## src/rtl/mult_div_unit.sv

```systemverilog
// Sequential signed Booth multiply / restoring divide with HI/LO result.
// Divide datapath is built only when MULTDIV_DIV_EN is defined.
module mult_div_unit #(
  parameter int WIDTH = 32
) (
  input  logic             clk,
  input  logic             reset,
  input  logic             start,
  input  logic             op,
  input  logic [WIDTH-1:0] a,
  input  logic [WIDTH-1:0] b,
  output logic             busy,
  output logic             done,
  output logic [WIDTH-1:0] hi,
  output logic [WIDTH-1:0] lo,
  output logic             div_zero
);

  localparam int CW = $clog2(WIDTH + 1);

  typedef enum logic [1:0] {
    IDLE,
    RUN,
    DONE
  } state_t;

  state_t state, state_n;

  logic [CW-1:0]    cnt;
  logic [WIDTH:0]   acc;
  logic [WIDTH:0]   m;
  logic [WIDTH-1:0] q;
  logic             q1;

  logic [WIDTH:0]   booth_sum;
  logic [WIDTH:0]   acc_n;
  logic [WIDTH-1:0] q_n;
  logic [WIDTH-1:0] res_hi;
  logic [WIDTH-1:0] res_lo;
  logic             go_done;

`ifdef MULTDIV_DIV_EN
  logic             op_r;
  logic             neg_q;
  logic             neg_r;
  logic [WIDTH:0]   shifted;
  logic [WIDTH:0]   trial;
  logic [WIDTH-1:0] abs_a;
  logic [WIDTH-1:0] abs_b;

  assign abs_a   = a[WIDTH-1] ? -a : a;
  assign abs_b   = b[WIDTH-1] ? -b : b;
  assign go_done = op && (b == '0);
`else
  assign go_done = op;
`endif

  assign busy = (state == RUN);
  assign done = (state == DONE);

  always_comb begin
    state_n = state;
    unique case (state)
      IDLE: begin
        if (start) begin
          state_n = go_done ? DONE : RUN;
        end
      end
      RUN: begin
        if (cnt == CW'(1)) begin
          state_n = DONE;
        end
      end
      DONE:    state_n = IDLE;
      default: state_n = IDLE;
    endcase
  end

  always_ff @(posedge clk) begin
    if (reset) begin
      state <= IDLE;
    end else begin
      state <= state_n;
    end
  end

  // One iteration; the extra acc bit keeps -2^(W-1) multiplicands exact.
  always_comb begin
    unique case ({q[0], q1})
      2'b01:   booth_sum = acc + m;
      2'b10:   booth_sum = acc - m;
      default: booth_sum = acc;
    endcase
    acc_n  = {booth_sum[WIDTH], booth_sum[WIDTH:1]};
    q_n    = {booth_sum[0], q[WIDTH-1:1]};
    res_hi = acc_n[WIDTH-1:0];
    res_lo = q_n;
`ifdef MULTDIV_DIV_EN
    shifted = {acc[WIDTH-1:0], q[WIDTH-1]};
    trial   = shifted - m;
    if (op_r) begin
      if (trial[WIDTH]) begin
        acc_n = shifted;
        q_n   = {q[WIDTH-2:0], 1'b0};
      end else begin
        acc_n = trial;
        q_n   = {q[WIDTH-2:0], 1'b1};
      end
      res_hi = neg_r ? -acc_n[WIDTH-1:0] : acc_n[WIDTH-1:0];
      res_lo = neg_q ? -q_n : q_n;
    end
`endif
  end

  always_ff @(posedge clk) begin
    if (reset) begin
      cnt <= '0;
      acc <= '0;
      m   <= '0;
      q   <= '0;
      q1  <= 1'b0;
      hi  <= '0;
      lo  <= '0;
    end else begin
      unique case (state)
        IDLE: begin
          if (start && state_n == RUN) begin
            cnt <= CW'(WIDTH);
            acc <= '0;
            q1  <= 1'b0;
`ifdef MULTDIV_DIV_EN
            if (op) begin
              m <= {1'b0, abs_b};
              q <= abs_a;
            end else begin
              m <= {a[WIDTH-1], a};
              q <= b;
            end
`else
            m <= {a[WIDTH-1], a};
            q <= b;
`endif
          end
        end
        RUN: begin
          acc <= acc_n;
          q   <= q_n;
          q1  <= q[0];
          cnt <= cnt - CW'(1);
          if (cnt == CW'(1)) begin
            hi <= res_hi;
            lo <= res_lo;
          end
        end
        default: begin
        end
      endcase
    end
  end

`ifdef MULTDIV_DIV_EN
  always_ff @(posedge clk) begin
    if (reset) begin
      op_r     <= 1'b0;
      neg_q    <= 1'b0;
      neg_r    <= 1'b0;
      div_zero <= 1'b0;
    end else if (state == IDLE && start) begin
      op_r     <= op;
      neg_q    <= a[WIDTH-1] ^ b[WIDTH-1];
      neg_r    <= a[WIDTH-1];
      div_zero <= go_done;
    end
  end
`else
  assign div_zero = 1'b0;
`endif

endmodule

```

## config.mk

```make
export PLATFORM = sky130hd
export DESIGN_NAME = mult_div_unit
export DESIGN_NICKNAME = d
export VERILOG_FILES = /design/src/rtl/mult_div_unit.sv
export SDC_FILE = /design/constraint.sdc
export NUM_CORES = 1
export LEC_CHECK = 0
export BUFFER_PORTS_ARGS = -buffer_cell sky130_fd_sc_hd__buf_2
export CORE_ASPECT_RATIO = 0.7
export CORE_MARGIN = 2
export CORE_UTILIZATION = 30
export CTS_BUF_LIST = sky130_fd_sc_hd__clkbuf_2 sky130_fd_sc_hd__clkbuf_4 sky130_fd_sc_hd__clkbuf_8
export CTS_CLUSTER_SIZE = 20
export DETAILED_ROUTE_END_ITERATION = 8
export SYNTH_ARGS = -nofsm -noshare
export SYNTH_HDL_FRONTEND = slang
export SYNTH_SLANG_ARGS = --single-unit
```

## constraint.sdc

```tcl
create_clock -name clk -period 4.6 [get_ports clk]
set_clock_uncertainty 0.15 [all_clocks]
set_input_delay 0.23 -clock clk [delete_from_list [all_inputs] [get_ports clk]]
set_output_delay 0.23 -clock clk [all_outputs]
set_load 0.005 [all_outputs]
```

# Yosys cells after proc, flatten, opt, wreduce, memory -nomap -nowiden
# Cells that the tools add are included.
# totals
elab_cells	37
register_bits	170
in_bits	68
# classes
n_eq_ne	7
add_sub_neg	3
mux	13
reduce_logical	6
# op_table
cell	count
$pmux 33 s2	2
$pmux 32 s2	1
$add 33x33->33	1
$mux 33	1
$sub 33x33->33	1
$mux 32	1
$pmux 6 s2	1
$eq 2x1->1 const B	3
$eq 6x1->1 const B	1
$mux 2	3
$mux 6	1
$reduce_and 2->1	3
$sub 6x1->6 const B	1
$eq 2x2->1 const B	2
$pmux 2 s2	1
$logic_not 2->1	1
$ne 2x2->1 const B	1
$pmux 1 s2	1
$reduce_bool 2->1	1
$logic_and 1x1->1	1
$mux 1	1

# Logic depth before layout (Yosys ltp)
# Gate-level depths: netlist of run 1.
# logic_depth
ltp_word	7
mapped_depth	17
ltp_nobuf	17

# Worst setup path after synthesis of run 1
# Ideal clock, no wire load.
# synth_timing
path_type	reg2reg
from	reg m[2]
to	reg acc[31]
t_arrival_ns	3.869
stages_incl_launch_ff	18
setup_slack_ns	0.458
t_required_ns	4.327
path_cell_list	dfxtp_1 > or4_4 > nor3_4 > and3_1 > and2_1 > nor2_1 > xnor2_1 > ha_1 > clkbuf_1 > nand2_1 > o21ai_0 > nand2b_1 > a21oi_1 > a211oi_1 > o21ai_1 > a21o_1 > a311oi_2 > mux2_1
# synth_via
elab_chain_cells	3
elab_cells_between_ends	4
# synth_rtl
item	line_no	rtl
start, declared	31	logic [WIDTH:0] m;
start signal, assigned	140	m <= {a[WIDTH-1], a};
$sub 33x33->33 or $add 33x33->33 (tied branches)	91, 90	
$pmux 33 s2 (*)	89	unique case ({q[0], q1})
$pmux 33 s2 (*)	125	unique case (state)
end signal, assigned	146	acc <= acc_n;
end, declared	30	logic [WIDTH:0] acc;
# Every way passes the cells marked *; elsewhere a longest branch is shown, timed or not.
# A chain may end at the register's enable or synchronous reset.

# Worst setup path in the final report of run 1
# layout_timing
from	reg m[3]
to	reg acc[30]
# The elaborated chain is that of the path after synthesis.

==> results of run 1 <==
cell families (layout without fill, tap and decap cells):
| family | count (synthesis) | count (layout) | synth area share (%) |
|---|---|---|---|
| DFF | 169 | 169 | 37.22 |
| muxes | 15 | 15 | 1.734 |
| xor gates and xnor gates | 54 | 54 | 5.203 |
| AOI/OAI and AO/OA | 328 | 328 | 21.98 |
| adders and majority gates | 37 | 37 | 5.175 |
| other | 1 | 1 | 0.04125 |
| and+or+nand+nor | 496 | 496 | 23.99 |
| buffers and inverters | 111 | 283 | 4.652 |
cell type report:
cell class | instances | area (µm²)
clock inverter | 12 | 148.9
sequential | 169 | 3391
timing repair buffer | 223 | 1509
tap | 412 | 515.5
fill | 3183 | 18610
multi-input combinational | 931 | 5361
inverter | 28 | 105.1
clock buffer | 20 | 269.0
stage by stage:
stage / utilization, % / hold WS [ns] / cells / cell area (µm²)
after global routing: 37.78 / 0.1190 / 1795 / 11300
after CTS: 37.41 / 0.06354 / 1788 / 11190
after detailed placement: 33.81 / 0.2930 / 1690 / 10110
after global placement: 33.81 / 0.2909 / 1690 / 10110
after floorplan: - / 0.2160 / 1211 / 9090
final: 37.78 / 0.1067 / 1795 / 11300
Yosys cell counts, types with 22 or more instances:
master / n / area (µm²)
dfxtp_1: 169 / 3383
xnor2_1: 43 / 376.6
ha_1: 36 / 450.4
nand2_1: 264 / 991.0
nor3_1: 25 / 125.1
clkbuf_1: 70 / 262.8
nor2_1: 104 / 390.4
a311oi_1: 36 / 315.3
a21oi_1: 163 / 815.8
a21o_1: 22 / 165.2
nand3_1: 33 / 165.2
inv_1: 27 / 101.4
o21ai_0: 40 / 200.2
sequential cells by signal, indices dropped and copies added, names as in the netlist:
| signal | cells |
|---|---|
| m | 32 |
| q1 | 1 |
| hi | 32 |
| acc | 32 |
| state | 2 |
| lo | 32 |
| cnt | 6 |
| q | 32 |
power groups by stage:
| stage | registers [µW] | clock network (µW) | logic, µW |
|---|---|---|---|
| detailed placement | 1610 | 0 | 962 |
| CTS | 1580 | 1190 | 1010 |
| global placement | 1610 | 0 | 948 |
| global route | 1590 | 1230 | 1170 |
| finish | 1580 | 1140 | 1050 |
| floorplan | 1600 | 0 | 727 |
worst paths after layout:
check / to / slack, ns
max: acc[30] / 0.22
min: lo[11] / 0.11
max reg2reg: acc[30] / 0.22
min reg2reg: lo[27] / 0.30
routing by layer:
layer | share of wire, % | track usage [%] | up-vias
met3 | 4.3 | 2.707 | 25
met4 | 1.6 | 5.704 | 0
met5 | 0 | 0 | -
met1 | 52 | 25.44 | 4108
li1 | - | - | 4541
met2 | 42 | 26.00 | 216
timing repair:
action                                  CTS  global route
setup buffers                             0             7
gates resized for setup                   0            17
endpoints found under the hold margin    65             0
endpoints found under the setup margin    0            14
hold buffers                             66             0
==> results.yml, run 1 <==
run_status:
  status: "finished clean"
clock_network:
  clock-root-buffer: "clkbuf_8"
  tritoncts: "built"
  h-tree-depth: 4
  numClockSinks: 169
  cts_buffers: 17
  clockBufferDepth: 2
  path_clk_slew_ns: 0.09
  worstSkewPairLatency_ns: 0.49
sta:
  hold_viol_final: 0
  tns_ns: 0
  setup_viol: 0
  worst-slew-pin-transition_ns: 1.137
  period_share_pct: 95.24
  max_slew_margin_pct: 24.20
  drv_slew: 0
  fmax_mhz: 228.2
  min_period_ns: 4.381
  setup_ws_ns: 0.2188
routing:
  dr.first_iter.drc_count: 629
  num_vias: 8890
  drc: 0
  ant_nets: 0
  routedWlPerCell_um: 15.28
  routed_via_density: 4.953
  firstDrtPassIters: 5
  wl_um: 27420
critical_path:
  reg2reg_depth: 15
  worstPathCellList: "or4_4 -> nor3_4 -> and4_4 -> a21oi_1 -> xnor2_1 -> ha_1 -> a21o_1 -> a21oi_1 -> o21ai_1 -> a311oi_2 -> a21oi_1 -> a221o_1 -> a31oi_2 -> mux2i_1 -> a21oi_1"
  timing.rr.start: "m[3]"
  worstSetupEndpointType: "register"
  arrival_ns: 4.58
  cp_num_cells: 15
  cp_common_cell: "a21oi_1"
  crit_family: "compound AO/OA/AOI/OAI gates"
  start_kind: "register"
  crit_buf_inv: 0
  path_class: "reg -> reg"
  startpoint: "m[3]"
  critPathMaxFanout: 7
  required_ns: 4.80
  critical-path-slowest-cell: "or4_4"
  cpPeakStageDelay_ns: 0.55
synthesis:
  synth-seq-cells: 169
  async_flop_share_pct: 0
  ys_warn_count: 0
  synth_flop_cell: "dfxtp_1"
  synth_edf_count: 0
  syn_area_um2: 9090
  syn_avg_cell_area_um2: 7.506
  synth-seq-area-share_pct: 37.22
  syn_nets: 1316
  netlist_instances: 1211
  synth.distinct_cells: 64
final_layout:
  mostFrequentLayoutCells: "nand2_1 (263), dfxtp_1 (167), a21oi_1 (162)"
  final_common_cell: "nand2_1"
  area_growth_syn_to_layout_pct: 24.31
  nNetsFinal: 1475
  diodes: 0
  drive_gt1_share_pct: 16.12
global_routing:
  grt_util_all_layers_pct: 17.43
  grt_pass1_vias: 8306
  grt_pass1_wl_um: 43900
  grt_max_degree: 99
  antenna_found_initial: 0
  gr-total-overflow: 0
hold_path:
  min_from: "reset"
  hold-path-cell-count: 2
  hold_path.class: "in -> reg"
power_and_ir_drop:
  combPwrFrac_pct: 27.8
  ir_drop_v: 0.0002030
  leakage_uw: 0.004570
  seqPwrFrac_pct: 41.9
  p_total_uw: 3769
  p_per_area_nw_per_um2: 333.5
  p_clk_share_pct: 30.3
  p_int_uw: 2524
  p_switching_uw: 1245
  switching_share_pct: 33.03
placed_design:
  io_buffers: 133
  post-place-ws_ns: 0.03694
  gp_congestion: 0.9055
  dpl.hpwl_um: 19070
die:
  die_y_um: 149.6
  dieArea_um2: 31730
  start_util_pct: 30.39
  fp-row-count: 53
  io_pins: 135
  fp.dieW_um: 212.1
  core_area_um2: 29910
flow_run:
  maxCapViolations: 0
No activity file was read; power rests on OpenSTA's default activity.
==> run 2, diff against run 1 <==
- BUFFER_PORTS_ARGS: -buffer_cell sky130_fd_sc_hd__buf_2 -> -buffer_cell sky130_fd_sc_hd__buf_4
==> run 2 against run 1 <==
Cell area is 4.2% higher. Largest cell class unchanged. Total power increased by 4.1%. Die area is the same.
==> results.yml, run 2 (synthesized netlist as in run 1, its figures left out) <==
global_routing:
  grt_pass1_wl_um: 45170
  gr-total-overflow: 0
  grt_pass1_vias: 8581
  met2_usage_pct: 27.54
  top_usage_layer: "met2"
  met3_usage_pct: 3.064
  antenna_found_initial: 0
  grt_util_all_layers_pct: 17.83
  grtUsageMet1_pct: 26.19
  grt_max_degree: 110
sta:
  tns_ns: 0
  rsz0062_at_grt: "no"
  setup_viol: 0
  worst-slew-pin-transition_ns: 1.158
  max_slew_margin_pct: 22.83
  drv_slew: 0
  fmax_mhz: 233.2
  period_share_pct: 93.22
  hold_viol_final: 0
  min_period_ns: 4.288
power_and_ir_drop:
  p_total_uw: 3922
  p_per_area_nw_per_um2: 333.1
  ir_drop_v: 0.0001692
  leakage_uw: 0.004697
clock_network:
  h-tree-depth: 4
  cts_buffers: 17
  tritoncts: "built"
  clockBufferDepth: 2
  path_clk_slew_ns: 0.09
  clock-root-buffer: "clkbuf_8"
  worstSkewPairLatency_ns: 0.46
  numClockSinks: 169
final_layout:
  area_growth_syn_to_layout_pct: 29.51
  fillers: 3132
  drive_gt1_share_pct: 15.58
  mostFrequentLayoutCells: "nand2_1 (263), dfxtp_1 (169), a21oi_1 (161)"
  final_common_cell: "nand2_1"
  nNetsFinal: 1485
  diodes: 0
die:
  start_util_pct: 30.39
  fp-row-count: 53
  fp.dieW_um: 212.1
  die_y_um: 149.6
  io_pins: 135
  dieArea_um2: 31730
  core_area_um2: 29910
critical_path:
  r2r_slack_ns: 0.31
  cpPeakStageDelay_ns: 0.58
  start_kind: "register"
  crit_family: "compound AO/OA/AOI/OAI gates"
  critical-path-slowest-cell: "or4_4"
  timing.rr.start: "m[2]"
  crit_buf_inv: 0
  cp_common_cell: "a21oi_1"
  worstSetupEndpointType: "register"
  arrival_ns: 4.46
  critPathMaxFanout: 7
  startpoint: "m[2]"
  required_ns: 4.78
  path_class: "reg -> reg"
  worstPathCellList: "or4_4 -> nor3_4 -> and3_2 -> and2_2 -> a21oi_1 -> xnor2_1 -> ha_1 -> a21oi_1 -> o21ai_1 -> a311oi_2 -> a21oi_1 -> a221o_1 -> a21oi_2 -> mux2i_1 -> a31oi_1"
routing:
  dr.first_iter.drc_count: 583
  num_vias: 8946
  drc: 0
  routed_via_density: 4.956
  ant_nets: 0
  firstDrtPassIters: 5
  wl_um: 28000
  routedWlPerCell_um: 15.51
flow_run:
  maxCapViolations: 0
placed_design:
  io_buffers: 133
  gp_congestion: 0.8679
  dpl.hpwl_um: 19460
run_status:
  status: "finished clean"
hold_path:
  hold_path.class: "reg -> reg"
  min_from: "lo[28]"
[run 2: cell types whose count changed in the layout (fill, tap and decap cells not counted), moves of 4 or more]
cell	change
buf_4	+129
clkinv_2	-4
dlygate4sd3_1	+13
buf_2	-132
[run 2: report_power, final]
group	total, µW	internal, µW	switching [µW]
logic	1070	451	617
registers	1580	1520	59.1
clock network	1270	698	574
total	3920	2670	1250
[run 2: repair_timing]
action	4_1_cts	5_1_grt
setup endpoints to repair	0	11
hold endpoints to repair	81	0
hold buffers	79	0
resized for setup	0	11
setup buffers	0	0
[run 2: tightest hold or removal path, stage by stage (launching register included)]
cell and delay (ns):
dfxtp_1 0.32, nand2_1 0.05, a21oi_1 0.05
[run 2: area by class of cell]
cell class,instances,area [µm²],area share [%]
flip-flops and latches,169,3383,28.74
repair buffers,233,1947,16.54
clock buffers,22,284.0,2.413
multi-input cells,931,5348,45.42
inverters,28,105.1,0.8928
well taps,412,515.5,4.379
clock inverters,10,190.2,1.615
[run 2: worst paths after layout]
kind	end	cells past startpoint
max	acc[28]	15
min	lo[28]	2
min reg2reg	lo[28]	2
max reg2reg	acc[28]	15
[run 2: metal layers]
| metal | vias to the layer above | wire length, µm |
|---|---|---|
| met1 | 4162 | 14380 |
| met4 | 0 | 168 |
| met3 | 13 | 1351 |
| met2 | 221 | 12100 |
| met5 | - | 0 |
| li1 | 4550 | - |
[run 2: per-stage QoR]
stage	setup WS, ns	instance area [µm²]	hold slack, ns	std cells	utilization, %
final	0.3121	11770	0.3070	1805	39.36
after global routing	0.007951	11770	0.3271	1805	39.36
after CTS	0.06417	11740	0.3114	1805	39.24
after detailed placement	0.07718	10470	0.2971	1694	35.01
after global placement	0.2505	10470	0.2934	1694	35.01
after floorplan	0.4578	9090	0.2160	1211	-
